File: src/rtl/fifo_pkg.sv
// fifo_pkg: shared constants and helpers for the FIFO slice.
//   clog2     - constant ceil(log2(value)), usable in parameter expressions
//   MAX_DEPTH - largest supported FIFO depth
package fifo_pkg;

    localparam int MAX_DEPTH = 1024;

    function automatic int clog2(input int value);
        int result;
        result = 0;
        while ((1 << result) < value) begin
            result = result + 1;
        end
        return result;
    endfunction

endpackage

File: src/rtl/fwft_fifo_sync_ram.sv
// sync_ram_dual_port: simple dual-port RAM with a registered read.
// Port A writes, port B reads. A same-edge read of the address being
// written returns the old contents; the FIFO's bypass register covers that.
//   clk       - clock
//   we_a      - write enable, port A
//   addr_a    - write address
//   wdata_a   - write data
//   addr_b    - read address
//   rdata_b   - read data, valid the cycle after addr_b is presented
module sync_ram_dual_port #(
    parameter int DEPTH = 16,
    parameter int WIDTH = 32,
    parameter int AW    = 4
) (
    input  logic             clk,
    input  logic             we_a,
    input  logic [AW-1:0]    addr_a,
    input  logic [WIDTH-1:0] wdata_a,
    input  logic [AW-1:0]    addr_b,
    output logic [WIDTH-1:0] rdata_b
);

    logic [WIDTH-1:0] mem [DEPTH];

    always_ff @(posedge clk) begin
        if (we_a) begin
            mem[addr_a] <= wdata_a;
        end
        rdata_b <= mem[addr_b];
    end

endmodule

File: src/rtl/fwft_fifo.sv
// fwft_fifo: first-word-fall-through FIFO for profiling-counter samples.
// DEPTH may be any value 2..MAX_DEPTH. front shows the oldest word with no
// read-request cycle; push while full is accepted if a pop commits too.
//   clk, rst_n            - clock, synchronous active-low reset
//   flush                 - empty the FIFO at the next edge (errors kept)
//   enqueue, back         - push request and data
//   dequeue               - pop request
//   front, frontValid     - head word and its valid (= !empty)
//   full, empty           - level == DEPTH / level == 0
//   almostFull/Empty      - level >= AFULL_THRESH / level <= AEMPTY_THRESH
//   level                 - occupancy
//   overflow, underflow   - sticky error flags, cleared by clearErrors
module fwft_fifo import fifo_pkg::*; #(
    parameter int DEPTH         = 16,
    parameter int DATA_WIDTH    = 32,
    parameter int AFULL_THRESH  = DEPTH - 2,
    parameter int AEMPTY_THRESH = 2,
    localparam int LW           = clog2(DEPTH + 1),
    localparam int PW           = clog2(DEPTH)
) (
    input  logic                  clk,
    input  logic                  rst_n,
    input  logic                  flush,
    input  logic                  enqueue,
    input  logic [DATA_WIDTH-1:0] back,
    input  logic                  dequeue,
    output logic [DATA_WIDTH-1:0] front,
    output logic                  frontValid,
    output logic                  full,
    output logic                  empty,
    output logic                  almostFull,
    output logic                  almostEmpty,
    output logic [LW-1:0]         level,
    output logic                  overflow,
    output logic                  underflow,
    input  logic                  clearErrors
);

    logic [PW-1:0]         rd_ptr, rd_ptr_nxt;
    logic [PW-1:0]         wr_ptr;
    logic [LW-1:0]         level_q;
    logic                  commit_deq, commit_enq;
    logic                  do_deq, do_enq;
    logic                  overflow_set, underflow_set;
    logic                  byp_sel_q;
    logic [DATA_WIDTH-1:0] byp_q;
    logic [DATA_WIDTH-1:0] ram_rdata;

    function automatic logic [PW-1:0] ptr_inc(input logic [PW-1:0] p);
        return (p == PW'(DEPTH - 1)) ? '0 : p + PW'(1);
    endfunction

    assign empty      = (level_q == '0);
    assign full       = (level_q == LW'(DEPTH));
    assign frontValid = !empty;
    assign level      = level_q;
    assign almostFull  = (level_q >= LW'(AFULL_THRESH));
    assign almostEmpty = (level_q <= LW'(AEMPTY_THRESH));

    assign commit_deq = dequeue && !empty;
    assign commit_enq = enqueue && (!full || commit_deq);
    // Flush swallows both requests in its cycle.
    assign do_deq = commit_deq && !flush;
    assign do_enq = commit_enq && !flush;

    assign overflow_set  = enqueue && full && !commit_deq && !flush;
    assign underflow_set = dequeue && empty && !flush;

    // The RAM is addressed with the next head pointer so its registered
    // output already holds the new head right after a pop.
    always_comb begin
        rd_ptr_nxt = rd_ptr;
        if (!rst_n || flush) begin
            rd_ptr_nxt = '0;
        end else if (do_deq) begin
            rd_ptr_nxt = ptr_inc(rd_ptr);
        end
    end

    always_ff @(posedge clk) begin
        if (!rst_n) begin
            rd_ptr    <= '0;
            wr_ptr    <= '0;
            level_q   <= '0;
            overflow  <= 1'b0;
            underflow <= 1'b0;
            byp_sel_q <= 1'b0;
        end else begin
            overflow  <= overflow_set  || (overflow  && !clearErrors);
            underflow <= underflow_set || (underflow && !clearErrors);
            if (flush) begin
                rd_ptr    <= '0;
                wr_ptr    <= '0;
                level_q   <= '0;
                byp_sel_q <= 1'b0;
            end else begin
                rd_ptr <= rd_ptr_nxt;
                if (do_enq) begin
                    wr_ptr <= ptr_inc(wr_ptr);
                end
                if (do_enq && !do_deq) begin
                    level_q <= level_q + LW'(1);
                end else if (do_deq && !do_enq) begin
                    level_q <= level_q - LW'(1);
                end
                // The RAM read returns stale data when the new head is the
                // word written this very edge (also the empty-to-one case).
                byp_sel_q <= do_enq && (wr_ptr == rd_ptr_nxt);
            end
        end
    end

    always_ff @(posedge clk) begin
        if (do_enq) begin
            byp_q <= back;
        end
    end

    sync_ram_dual_port #(
        .DEPTH (DEPTH),
        .WIDTH (DATA_WIDTH),
        .AW    (PW)
    ) u_ram (
        .clk     (clk),
        .we_a    (do_enq),
        .addr_a  (wr_ptr),
        .wdata_a (back),
        .addr_b  (rd_ptr_nxt),
        .rdata_b (ram_rdata)
    );

    assign front = byp_sel_q ? byp_q : ram_rdata;

endmodule

File: config.mk
export PLATFORM = sky130hd
export DESIGN_NAME = fwft_fifo
export DESIGN_NICKNAME = d
export VERILOG_FILES = /design/src/rtl/fifo_pkg.sv /design/src/rtl/fwft_fifo_sync_ram.sv /design/src/rtl/fwft_fifo.sv
export SDC_FILE = /design/constraint.sdc
export NUM_CORES = 1
export LEC_CHECK = 0
export CORE_AREA = 3 3 416 253
export DETAILED_ROUTE_END_ITERATION = 16
export DIE_AREA = 0 0 419 256
export GPL_TIMING_DRIVEN = 0
export PLACE_DENSITY = 0.35
export SYNTH_ARGS = -nofsm -noshare
export SYNTH_HDL_FRONTEND = slang
export SYNTH_SLANG_ARGS = --single-unit
export TNS_END_PERCENT = 20
File: constraint.sdc
create_clock -name clk -period 6.8 [get_ports clk]
set_input_delay 1.02 -clock clk [delete_from_list [all_inputs] [get_ports clk]]
set_output_delay 1.02 -clock clk [all_outputs]
set_load 0.005 [all_outputs]
After elaboration in Yosys (flattened, before gate mapping). Memory sizes are Yosys's and may differ from the RTL's. A register that Yosys moved wholly into a read port is not among the register bits. Index checks and enable logic that the tools add are counted.

RAM bits: 512. Bits in registers: 48. Input bits: 38. Output and inout port bits: 44. Bits in latches: 0. Memories kept: 1. Memory bits (read-only): 0.

Eq/ne operators: 4. Bitwise logic cells: 1. Muxes and demuxes: 9. Order comparisons: 2. Reductions and logical operators: 29. Shift operators: 0. Multipliers: 0. $add $sub $neg: 4. Div/mod/pow operators: 0.

Memory list: u_ram.mem (words 16, width 32, rd ports 1, clocked after Yosys merged registers in 1, wr ports 1, RTL line fwft_fifo_sync_ram.sv:23) `logic [WIDTH-1:0] mem [DEPTH];`.

Operators by type and width (count): 32-bit 2-to-1 mux (1); 4-bit 2-to-1 mux (4); 1-bit logical AND (14); 5-bit 2-to-1 mux (2); 4-bit by 1-bit adder with 4-bit output (second input constant) (2); 4-bit equality test (second input constant) (2); 1-bit zero test (8); 5-bit by 1-bit adder with 5-bit output (second input constant) (1); 5-bit equality test (second input constant) (1); 5-bit by 4-bit greater-or-equal comparator with 1-bit output (second input constant) (1); 5-bit by 2-bit less-or-equal comparator with 1-bit output (second input constant) (1); 5-bit zero test (1); 5-bit by 1-bit subtractor with 5-bit output (second input constant) (1); 4-bit equality test (1); 1-bit logical OR (4); 1-bit 2-to-1 mux (2); 2-bit nonzero test (1); 2-bit OR reduction (1); 1-bit inverter (1).

Logic depth before layout (Yosys ltp).
Word-level depth: 10. Gate-level depth with buffers: 15. Gate-level depth less buffers: 12.

Modules after synthesis. From an unflattened synthesis, not the netlist that was laid out.

Cells, all modules: 1033. Area total of the unflattened synthesis: 22287.6 um2.

Modules (own cells, without submodules): sync_ram_dual_port (area an instance 19854.0 um2, cells an instance 838, instances 1); fwft_fifo (area an instance 2433.6 um2, cells an instance 195, instances 1).

Least setup slack after synthesis. Ideal clock, no wire load.

Kind: input to register. From: input flush. To: memory u_ram.mem[3][0] (enable). Path buffers: 2. Data required time: 6.339 ns. Arrival: 5.217 ns. Setup slack: 1.122 ns. Cell stages on the path: 6. Cells stage by stage: clkbuf_1 > nand2b_1 > a21oi_1 > clkbuf_1 > nand2_1 > nor3_1.

Longest elaborated chain between the ends: 4.

Ends and longest elaborated chain: start, declared (RTL line fwft_fifo.sv:23) `input logic flush,`; 1-bit zero test (RTL line fwft_fifo.sv:64) `assign do_enq = commit_enq && !flush;`; 1-bit logical AND (RTL line fwft_fifo.sv:64); net do_enq (RTL line fwft_fifo.sv:43) `logic do_deq, do_enq;`; 1-bit 2-to-1 mux (RTL line fwft_fifo_sync_ram.sv:26) `if (we_a) begin`; 1-bit 2-to-1 mux (not written as such) (RTL line fwft_fifo_sync_ram.sv:27) `mem[addr_a] <= wdata_a;`; end, declared (RTL line fwft_fifo_sync_ram.sv:23).

The timed path passes the listed nets, and every way through them passes these cells.

Final worst setup path.
From: input flush. To: register u_ram.rdata_b[10] (read register of u_ram.mem).

Longest elaborated chain between the ends: 4. Elaborated cells between the ends (all ways): 5. Classes of those cells: mux (2); reduce/logical (3).

Ends and longest elaborated chain: 1-bit zero test (RTL line fwft_fifo.sv:63) `assign do_deq = commit_deq && !flush;`; 1-bit logical AND (RTL line fwft_fifo.sv:63); 4-bit 2-to-1 mux (RTL line fwft_fifo.sv:75) `end else if (do_deq) begin`; 4-bit 2-to-1 mux * (RTL line fwft_fifo.sv:73) `if (!rst_n || flush) begin`; end, declared (RTL line fwft_fifo_sync_ram.sv:20) `output logic [WIDTH-1:0] rdata_b`.

Mark *: on every way between the ends. The rest lies on a longest branch, timed or not. A chain may end at the register's enable or synchronous reset.

==> flow_summary.toml <==
[power_and_ir_drop]
power_frac_comb_pct = 8.5
p_int_mw = 6.41
p_leak_nw = 9.68
switchingPower_mw = 2.07
p_per_area_nw_per_um2 = 277
seq_power_share_pct = 47.5
switching_share_pct = 24.4
clkPwrFrac_pct = 44.0
vdd_drop_max_uv = 188

[detailed_routing]
drt-wirelength-per-cell_um = 29.7
wl_mm = 101
ant_nets = 0
vias_per_cell = 5.28
drtIter0Drc = 1945
route.detailed.drc = 0
firstDrtPassIters = 5
vias = 18038

[logic_synthesis]
synth-seq-area-share_pct = 68.2
synth.net_count = 1887
synth.area.top_cells = "edfxtp_1 64%, o211ai_1 4.6%, o221ai_1 4.3%"
syn_inst = 1839
synth_top_area_share_pct = 64.4
synth_edf_count = 544
yosys.area.top_type = "edfxtp_1"
async_flop_share_pct = 0
yosys_warnings = 0
ys_types = 55
syn_area_um2 = 25400
ys_seq_elements = 592
synth.avg_cell_area_um2 = 13.8
synth_flop_cell = "edfxtp_1"

[clock_tree]
clock_sinks = 592
htree_levels = 3
clk_pin_slew_ps = 60
cts_tree = "built"
numCtsBuffers = 66
worstSkewPairLatency_ps = 640
post_cts_buffers = 0
cts_resized = 0
clock-root-buffer = "clkbuf_16"
clock_path_buffers = 3
ctsHoldBuffers = 0

[floorplanning]
pin_count = 82
start_util_pct = 24.8
dieArea_um2 = 107000
dieWidth_um = 419
rows = 91
core_um2 = 102000
die_h_um = 256

[setup_path]
crit_path_max_incr_delay_ps = 750
crit_path_end_kind = "flip-flop"
path_cells = "clkdlybuf4s50_1 > nand2b_1 > clkbuf_1 > o32ai_1 > nor2_2 > clkbuf_1 > clkbuf_1 > o211ai_1 > o31ai_1 > a22oi_1"
path_common_cell = "clkbuf_1"
r2r_setup_slack_ps = 2310
required_ps = 7270
reg2reg_depth = 8
critPathLaunchType = "input port"
r2r-end = "u_ram.rdata_b[10]"
crit_fanout = 11
cp_slowest_cell = "clkbuf_1"
regToRegStartpoint = "level[0]"
path_buf_inv = 4
cp_top_family = "buffers and inverters"
path_class = "input port to flip-flop"
arrival_ps = 5480

[worst_hold_path]
min_path_type = "flip-flop to flip-flop"
whs_path_depth = 2
hold_start = "wr_ptr[3]"
hold_end = "wr_ptr[3]"

[sta]
rsz0062_at_grt = "no"
fin_crit_sh_pct = 73.6
fin_crit_ps = 5010
hold_violations = 0
slew_viol_final = 0
fmax_mhz = 200
slew_headroom_pct = 8.71
tightest_slew_ps = 1360
fin_skew_ps = 23.4
tns_ps = 0
setup_viol = 0

[job]
drv_cap = 0

[cells_and_area]
stdcell_count = 3417
final_cell_mix = "544 x edfxtp_1, 156 x o211ai_1, 149 x clkbuf_1, 133 x inv_1, 124 x o221ai_1"
synthToLayoutAreaGrowth_pct = 20.8
num-nets-final = 2067
final_common_cell = "edfxtp_1"
final_layout_size_suffix_gt1_share_pct = 12.0

[place]
hpwl_mm = 71.1
dp_cells = 3298
gp_congestion = 0.800
io_buffers = 80

[global_routing]
grt_max_degree = 39
antenna_found_initial = 6
gr-total-overflow = 0
grt_pass1_vias = 17903
grt_use_total_pct = 18.7
grt_pass1_wl_mm = 143

[status]
status = "finished, final reports clean"
==> sequential cells by signal, indices dropped and copies added, names as in the netlist, 4 cells and up <==
name           flops
u_ram.mem        512
rd_ptr             4
u_ram.rdata_b     32
wr_ptr             4
level              5
byp_q             32
==> cell usage after synthesis (3+ instances only) <==
cell         n
a2111oi_0   33
a21o_1       3
a21oi_1     13
a22oi_1     32
a31oi_1     63
a32oi_1     34
and3_1      64
buf_1       23
buf_2       27
clkbuf_1   138
dfxtp_1     48
edfxtp_1   544
ha_1         9
inv_1      133
mux2_2      64
nand2_1     11
nand2b_1     6
nand3_1     66
nand4b_1     3
nor2_1      29
nor2b_1      4
nor3_1      70
o211ai_1   156
o21ai_0     31
o21ai_1      4
o221ai_1   124
o31ai_1     32
o32ai_1     33
xnor2_1      6
xor2_1       3
==> per-stage QoR <==
step	hold WS [ps]	utilization [%]	area, µm²	setup WS, ps	power (mW)
2_1_floorplan	493	-	25400	1120	4.42
3_5_place_dp	545	27.8	28400	1120	4.82
4_1_cts	554	30.0	30600	1800	8.57
5_1_grt	584	30.0	30600	1530	8.78
3_3_place_gp	508	27.3	27800	-4650	4.81
6_report	561	30.0	30600	1790	8.48
==> power by group through the flow <==
stage | clock network [mW] | logic [mW] | registers (mW)
after global routing | 3.98 | 0.763 | 4.03
final | 3.73 | 0.718 | 4.03
after CTS | 3.83 | 0.716 | 4.03
after detailed placement | 0 | 0.714 | 4.11
after global placement | 0 | 0.699 | 4.11
after floorplan | 0 | 0.318 | 4.10
==> tightest hold or removal path: stages, from the launching register on <==
cell     delay (ps)
dfxtp_1         340
or4_1           110
a21oi_1          60
==> worst max-delay path by stage <==
stage,start,endpoint,slack [ps],cells after the start
global route,flush,u_ram.rdata_b[10],1530,10
finish,flush,u_ram.rdata_b[10],1790,10
floorplan,flush,u_ram.mem[3][0],1120,6
CTS,flush,u_ram.rdata_b[10],1800,10
global placement,flush,u_ram.mem[3][15],-4650,7
detailed placement,flush,u_ram.rdata_b[10],1120,10
==> layer usage <==
| layer | track usage [%] | part of all wire [%] | wire (µm) | up-vias |
|---|---|---|---|---|
| met3 | 4.15 | 7.0 | 7120 | 111 |
| li1 | - | - | - | 7842 |
| met1 | 29.6 | 51 | 52100 | 9375 |
| met4 | 3.82 | 1.6 | 1650 | 0 |
| met2 | 25.6 | 40 | 40600 | 710 |
| met5 | 0 | 0 | 0 | - |
==> layout make-up <==
class | instances | area, µm²
Inverter | 137 | 514
Clock buffer | 89 | 1900
Tap cell | 1348 | 1690
Buffer | 188 | 743
Sequential cell | 592 | 17300
Antenna cell | 1 | 2.50
Multi-Input combinational cell | 922 | 6920
Fill cell | 10184 | 71500
Clock inverter | 28 | 289
Timing Repair Buffer | 112 | 1270
==> logic make-up (layout without fill, tap and decap cells) <==
| kind of cell | after synthesis | in the layout | share of synthesized area [%] |
|---|---|---|---|
| compound gates | 570 | 570 | 17.3 |
| fa+ha+maj | 10 | 10 | 0.523 |
| buf+inv | 325 | 554 | 4.94 |
| flops | 592 | 592 | 68.2 |
| other cells | 0 | 1 | 0 |
| xor+xnor | 9 | 9 | 0.311 |
| simple gates | 266 | 266 | 5.66 |
| mux | 67 | 67 | 3.01 |
Note: power is estimated with default switching activity, not from simulation.
